--- src/rtl/fetch_stage_if.sv ---
// Bundle between the fetch stage, instruction memory and the downstream decode
// stage. The master side is the fetch stage; the slave side is the memory plus
// downstream logic (or a testbench standing in for them).
//
// Handshake: imem_req/imem_ready is a single-outstanding request/ready pair.
// imem_addr is stable while imem_req is high. A cycle with imem_req && imem_ready
// completes the request and imem_rdata is taken that cycle. branch_taken aborts
// any request in flight; a response in the same cycle is discarded.
interface fetch_stage_if #(
    parameter int PC_W = 16
);
    // instruction memory side
    logic            imem_req;
    logic [PC_W-1:0] imem_addr;
    logic            imem_ready;
    logic [15:0]     imem_rdata;

    // downstream control
    logic            stall;
    logic            branch_taken;
    logic [PC_W-1:0] branch_target;

    // IF/ID register contents
    logic            instr_valid;
    logic [3:0]      op;
    logic [2:0]      rs;
    logic [2:0]      rt;
    logic [2:0]      rd;
    logic [2:0]      funct;
    logic [15:0]     imm_sext;
    logic [PC_W-1:0] pc_plus1;
    logic            halted;

    modport master (
        output imem_req,
        output imem_addr,
        input  imem_ready,
        input  imem_rdata,
        input  stall,
        input  branch_taken,
        input  branch_target,
        output instr_valid,
        output op,
        output rs,
        output rt,
        output rd,
        output funct,
        output imm_sext,
        output pc_plus1,
        output halted
    );

    modport slave (
        input  imem_req,
        input  imem_addr,
        output imem_ready,
        output imem_rdata,
        output stall,
        output branch_taken,
        output branch_target,
        input  instr_valid,
        input  op,
        input  rs,
        input  rt,
        input  rd,
        input  funct,
        input  imm_sext,
        input  pc_plus1,
        input  halted
    );
endinterface

--- src/rtl/fetch_stage.sv ---
// MiniMIPS instruction-fetch stage. Owns the PC, issues one outstanding fetch at
// a time, and holds the fetched word in the IF/ID instruction register. Decode
// fields are split combinationally from the IR. An illegal opcode (1010-1111)
// that is actually consumed parks the stage in HALT until reset.
module fetch_stage #(
    parameter int              PC_W     = 16,
    parameter logic [PC_W-1:0] RESET_PC = '0
) (
    input  logic                 clk,
    input  logic                 rst_n,
    fetch_stage_if.master        bus,
    output logic [1:0]           o_state
);

    typedef enum logic [1:0] {
        S_IDLE  = 2'd0,
        S_FETCH = 2'd1,
        S_HALT  = 2'd2
    } state_t;

    state_t          r_state;
    logic [PC_W-1:0] r_pc;
    logic [PC_W-1:0] r_pc_plus1;
    logic [15:0]     r_ir;
    logic            r_valid;
    logic            r_halted;

    logic            w_req;
    logic            w_load;
    logic            w_consume;
    logic            w_illegal;
    logic [PC_W-1:0] w_pc_inc;

    // Request/consume qualifiers. Redirect suppresses both the request and the
    // consume so a flushed word never retires and never halts the stage.
    always_comb begin
        w_req     = (r_state == S_FETCH) && !bus.branch_taken &&
                    (!r_valid || !bus.stall);
        w_load    = w_req && bus.imem_ready;
        w_consume = (r_state == S_FETCH) && r_valid && !bus.stall &&
                    !bus.branch_taken;
        w_illegal = (r_ir[15:12] >= 4'b1010);
        w_pc_inc  = r_pc + PC_W'(1);
    end

    // Control FSM together with PC and IF/ID register update. Priority inside
    // FETCH: redirect, then retiring an illegal opcode, then load, then plain
    // consume. A load that coincides with an illegal retire is dropped.
    always_ff @(posedge clk or negedge rst_n) begin
        if (!rst_n) begin
            r_state    <= S_IDLE;
            r_pc       <= RESET_PC;
            r_pc_plus1 <= '0;
            r_ir       <= 16'h0000;
            r_valid    <= 1'b0;
            r_halted   <= 1'b0;
        end else begin
            case (r_state)
                S_IDLE: begin
                    r_state <= S_FETCH;
                end
                S_FETCH: begin
                    if (bus.branch_taken) begin
                        r_pc    <= bus.branch_target;
                        r_valid <= 1'b0;
                    end else if (w_consume && w_illegal) begin
                        r_state  <= S_HALT;
                        r_halted <= 1'b1;
                        r_valid  <= 1'b0;
                    end else if (w_load) begin
                        r_ir       <= bus.imem_rdata;
                        r_valid    <= 1'b1;
                        r_pc       <= w_pc_inc;
                        r_pc_plus1 <= w_pc_inc;
                    end else if (w_consume) begin
                        r_valid <= 1'b0;
                    end
                end
                S_HALT: begin
                    r_halted <= 1'b1;
                    r_valid  <= 1'b0;
                end
                default: begin
                    r_state <= S_IDLE;
                end
            endcase
        end
    end

    // Memory request and decode fields straight from the PC and IR.
    always_comb begin
        bus.imem_req    = w_req;
        bus.imem_addr   = r_pc;
        bus.instr_valid = r_valid;
        bus.op          = r_ir[15:12];
        bus.rs          = r_ir[11:9];
        bus.rt          = r_ir[8:6];
        bus.rd          = r_ir[5:3];
        bus.funct       = r_ir[2:0];
        bus.imm_sext    = {{10{r_ir[5]}}, r_ir[5:0]};
        bus.pc_plus1    = r_pc_plus1;
        bus.halted      = r_halted;
        o_state         = r_state;
    end

endmodule

--- src/flat_wrapper.sv ---
// flat-port wrapper written by rule: the top's interface ports become plain ports
module fetch_stage_flat 
#(
    parameter int              PC_W     = 16,
    parameter logic [PC_W-1:0] RESET_PC = '0
)
  (clk, rst_n, o_state, bus_imem_req, bus_imem_addr, bus_imem_ready, bus_imem_rdata, bus_stall, bus_branch_taken, bus_branch_target, bus_instr_valid, bus_op, bus_rs, bus_rt, bus_rd, bus_funct, bus_imm_sext, bus_pc_plus1, bus_halted);
  fetch_stage_if #(.PC_W(PC_W)) bus_i ();
  input  logic clk;
  input  logic rst_n;
  output logic [1:0] o_state;
  output wire logic [$bits(bus_i.imem_req)-1:0] bus_imem_req;
  output wire logic [$bits(bus_i.imem_addr)-1:0] bus_imem_addr;
  input wire logic [$bits(bus_i.imem_ready)-1:0] bus_imem_ready;
  input wire logic [$bits(bus_i.imem_rdata)-1:0] bus_imem_rdata;
  input wire logic [$bits(bus_i.stall)-1:0] bus_stall;
  input wire logic [$bits(bus_i.branch_taken)-1:0] bus_branch_taken;
  input wire logic [$bits(bus_i.branch_target)-1:0] bus_branch_target;
  output wire logic [$bits(bus_i.instr_valid)-1:0] bus_instr_valid;
  output wire logic [$bits(bus_i.op)-1:0] bus_op;
  output wire logic [$bits(bus_i.rs)-1:0] bus_rs;
  output wire logic [$bits(bus_i.rt)-1:0] bus_rt;
  output wire logic [$bits(bus_i.rd)-1:0] bus_rd;
  output wire logic [$bits(bus_i.funct)-1:0] bus_funct;
  output wire logic [$bits(bus_i.imm_sext)-1:0] bus_imm_sext;
  output wire logic [$bits(bus_i.pc_plus1)-1:0] bus_pc_plus1;
  output wire logic [$bits(bus_i.halted)-1:0] bus_halted;
  assign bus_imem_req = bus_i.imem_req;
  assign bus_imem_addr = bus_i.imem_addr;
  assign bus_i.imem_ready = bus_imem_ready;
  assign bus_i.imem_rdata = bus_imem_rdata;
  assign bus_i.stall = bus_stall;
  assign bus_i.branch_taken = bus_branch_taken;
  assign bus_i.branch_target = bus_branch_target;
  assign bus_instr_valid = bus_i.instr_valid;
  assign bus_op = bus_i.op;
  assign bus_rs = bus_i.rs;
  assign bus_rt = bus_i.rt;
  assign bus_rd = bus_i.rd;
  assign bus_funct = bus_i.funct;
  assign bus_imm_sext = bus_i.imm_sext;
  assign bus_pc_plus1 = bus_i.pc_plus1;
  assign bus_halted = bus_i.halted;
  fetch_stage #(.PC_W(PC_W), .RESET_PC(RESET_PC)) u_core (.clk(clk), .rst_n(rst_n), .bus(bus_i), .o_state(o_state));
endmodule
--- config.mk ---
export PLATFORM = sky130hd
export DESIGN_NAME = fetch_stage_flat
export DESIGN_NICKNAME = d
export VERILOG_FILES = /design/src/rtl/fetch_stage_if.sv /design/src/rtl/fetch_stage.sv /design/src/flat_wrapper.sv
export SDC_FILE = /design/constraint.sdc
export NUM_CORES = 1
export LEC_CHECK = 0
export CAP_MARGIN = 0
export CELL_PAD_IN_SITES_DETAIL_PLACEMENT = 0
export CELL_PAD_IN_SITES_GLOBAL_PLACEMENT = 1
export CORE_UTILIZATION = 32
export DETAILED_ROUTE_END_ITERATION = 10
export MAX_ROUTING_LAYER = met4
export PLACE_DENSITY = 0.91
export RECOVER_POWER = 50
export SLEW_MARGIN = 5
export SYNTH_ARGS = -nofsm -noshare
export SYNTH_HDL_FRONTEND = slang
export SYNTH_SLANG_ARGS = --single-unit
export TNS_END_PERCENT = 5
--- constraint.sdc ---
create_clock -name clk -period 1.92 [get_ports clk]
set_input_delay 0.576 -clock clk [delete_from_list [all_inputs] [get_ports clk]]
set_output_delay 0.576 -clock clk [all_outputs]
set_load 0.005 [all_outputs]
==> results of run 1 <==
## registers in the layout, summed over array words and instances, names as in the netlist
name,flops
u_core.bus.imem_addr,16
u_core.r_ir,16
u_core.bus.instr_valid,1
u_core.bus.pc_plus1,16
u_core.o_state,2
u_core.bus.halted,1
## final timing paths
check | start | endpoint | slack [ns]
max | u_core.bus.instr_valid | bus_instr_valid | -0.03
max in group asynchronous | rst_n | u_core.bus.imem_addr[14] | 0.40
min reg2reg | u_core.r_ir[10] | u_core.r_ir[10] | 0.48
min in group asynchronous | rst_n | u_core.bus.pc_plus1[8] | 0.63
max reg2reg | u_core.o_state[1] | u_core.bus.instr_valid | -0.01
min | u_core.r_ir[10] | u_core.r_ir[10] | 0.48
## kinds of logic after synthesis
kind of cell / count (synthesis) / synth area share, %
AOI/OAI and AO/OA: 70 / 15.3
xor gates and xnor gates: 14 / 4.37
adders and majority gates: 5 / 2.23
buffers and inverters: 44 / 8.42
DFF: 52 / 46.3
muxes: 4 / 1.52
and+or+nand+nor: 127 / 21.8
## layout make-up
type                       count  share of cell area, %
clock buffer                   8                   2.12
inverter                       6                  0.558
multi-input combinational    220                   31.1
sequential                    52                   30.9
tap                          105                   3.08
timing repair buffer         145                   32.3
## timing repair
item	CTS	global route
gates resized for setup	21	29
setup buffers	8	4
hold buffers	0	0
pin swaps	1	2
setup endpoints to repair	23	63
## layout by cell type (no fill, tap or decap), types with 3 or more instances in the layout
cell type / netlist / final
clkdlybuf4s50_1: 0 / 85
nand2_1: 78 / 77
dfrtp_1: 52 / 40
buf_4: 16 / 37
o21ai_0: 23 / 22
a21oi_1: 16 / 15
dfrtp_2: 0 / 12
xnor2_1: 10 / 10
nor2_1: 8 / 8
dlymetal6s2s_1: 0 / 8
nand4_1: 7 / 7
clkdlybuf4s25_1: 0 / 7
clkbuf_8: 0 / 6
inv_1: 5 / 4
nand3_1: 6 / 4
o21a_1: 4 / 4
and3_1: 5 / 4
xor2_1: 4 / 4
ha_1: 5 / 4
nor4_2: 2 / 3
nor4_1: 4 / 3
a31oi_1: 3 / 3
o22ai_1: 3 / 3
o2bb2ai_1: 3 / 3
dlygate4sd2_1: 0 / 3
## power groups by stage
stage / Combinational [mW] / Sequential, mW / Clock, mW
3_5_place_dp: 3.18 / 2.15 / 0
6_report: 3.34 / 2.17 / 0.648
2_1_floorplan: 1.52 / 2.05 / 0
4_1_cts: 3.28 / 2.16 / 0.670
3_3_place_gp: 3.12 / 2.13 / 0
5_1_grt: 3.66 / 2.25 / 0.714
## worst min-delay path: stages, from the launching register on
cell	delay [ns]
dfrtp_1	0.35
nand2_1	0.05
nand2_1	0.06
## routing by layer
layer	routed length (um)	vias to the layer above	global-route usage (%)
met5	0	-	-
li1	-	1302	-
met3	366	9	2.63
met1	3470	1249	23.2
met2	4010	68	30.3
met4	70	0	4.10
==> impl_metrics.tcl, run 1 <==
set metrics [dict create \
    reg2reg_depth 13 \
    fin_util_pct 51.1 \
    drtIter0Drc 84 \
    synth_area_um2 2810 \
    cts.sinks 52 \
    placement.setup.worst_slack_ns -0.430 \
    die_width_um 95.7 \
    hp-class "register to register" \
    fin_skew_ns 0.00710 \
    ant_nets 0 \
    route.detailed.drc 0 \
    fin_setup_tns_ns -0.0717 \
    vias 2628 \
    grt_pass1_wl_um 12300 \
    yosys.area.top_type "dfrtp_1" \
    swShare_pct 36.3 \
    power.density_nw_per_um2 1450 \
    cp_cell_sequence "clkdlybuf4s50_1" \
    drive_gt1_share_pct 18.8 \
    viasPerCell 4.90 \
    start_kind "register" \
    portBuffers 105 \
    p_int_mw 3.92 \
    clkLatencyLatePin_ns 0.30 \
    grt_pass1_vias 2517 \
    num_io_pins 106 \
    cts_max_path_buffers 2 \
    syn-num-nets 358 \
    cts_htree_levels 2 \
    grt_max_degree 53 \
    crit_type "register to primary output" \
    synthTopCellsByArea "dfrtp_1 46%, nand2_1 10%, buf_4 4.3%, o21ai_0 4.1%, xnor2_1 3.1%" \
    total_leakage_power_nw 1.89 \
    violations "setup timing" \
    area_delta_synth_final_pct 51.7 \
    stdcell_area_um2 4260 \
    async_flop_share_pct 100 \
    synthDominantCellAreaShare_pct 46.3 \
    avgSynthCellArea_um2 8.89 \
    chipHeight_um 95.7 \
    crit_required_ns 1.34 \
    status "complete, but fails checks" \
    gr-total-overflow 0 \
    cpPeakStageDelay_ns 0.56 \
    gp_congestion 0.794 \
    dp.cells 516 \
    hold_viol_final 0 \
    p_clk_share_pct 10.5 \
    insertedDiodeCount 0 \
    register_area_um2 1320 \
    core_area_um2 8340 \
    antenna_found_initial 0 \
    p_switching_mw 2.24 \
    yosysMostFrequentCell "nand2_1" \
    dpl_cell_area_um2 4010 \
    num_rows 33 \
    seq_area_frac_synth_pct 46.3 \
    layout_setup_ws_ns -0.0310 \
    drt_pre_antenna_iters 4 \
    setup_viol 3 \
    start_util_pct 33.7 \
    synth_cells 316 \
    cp-end-kind "primary output" \
    die-area_um2 9150 \
    power_mw 6.16 \
    max_freq_mhz 513 \
    critical_path.top_delay_family "buffers and inverters" \
    clk_pin_slew_ns 0.09 \
    synth-edff-count 0 \
    synthFlopType "dfrtp_1" \
    arrival_ns 1.38 \
    tightest_slew_ns 1.30 \
    p_comb_share_pct 54.3 \
    ir_worst_vdd_uv 629 \
    pwr-share-seq_pct 35.2 \
    crit_fanout 8 \
    min_period_over_period_pct 102 \
    synth_warnings 0 \
    min_period_ns 1.95 \
    cts_tree "yes" \
    min_path_cells 2 \
    critPathSlowestCell "clkdlybuf4s50_1" \
    path_buf_inv 1 \
    maxCapViolCount 0 \
    cts_buffers 5 \
    report.final.slew_viol_count 0 \
    hold_ws_ns 0.482 \
    ys_seq_elements 52 \
    groute.usage.overall_pct 18.1 \
    cp.depth 1 \
    synth_common_cells "78 x nand2_1, 52 x dfrtp_1, 23 x o21ai_0, 16 x a21oi_1, 16 x buf_4" \
    n_fill_cell 781 \
    fin_cells 536 \
    wl_per_cell_um 14.8 \
    slew_headroom_pct 13.1 \
    nets 472 \
    dp_hpwl_um 5610 \
    ys_types 52 \
    finalWirelength_um 7930 \
    multiInputGateArea_um2 1320 \
    root_buffer "clkbuf_8" \
    rsz0062_at_grt "yes" \
]
No activity file was read; power rests on OpenSTA's default activity.
==> run 2, diff against run 1 <==
CTS_CLUSTER_DIAMETER = 150   (was unset)
==> results of run 2 <==
The final DEF is identical to that of run 1; final timing and power are the same.
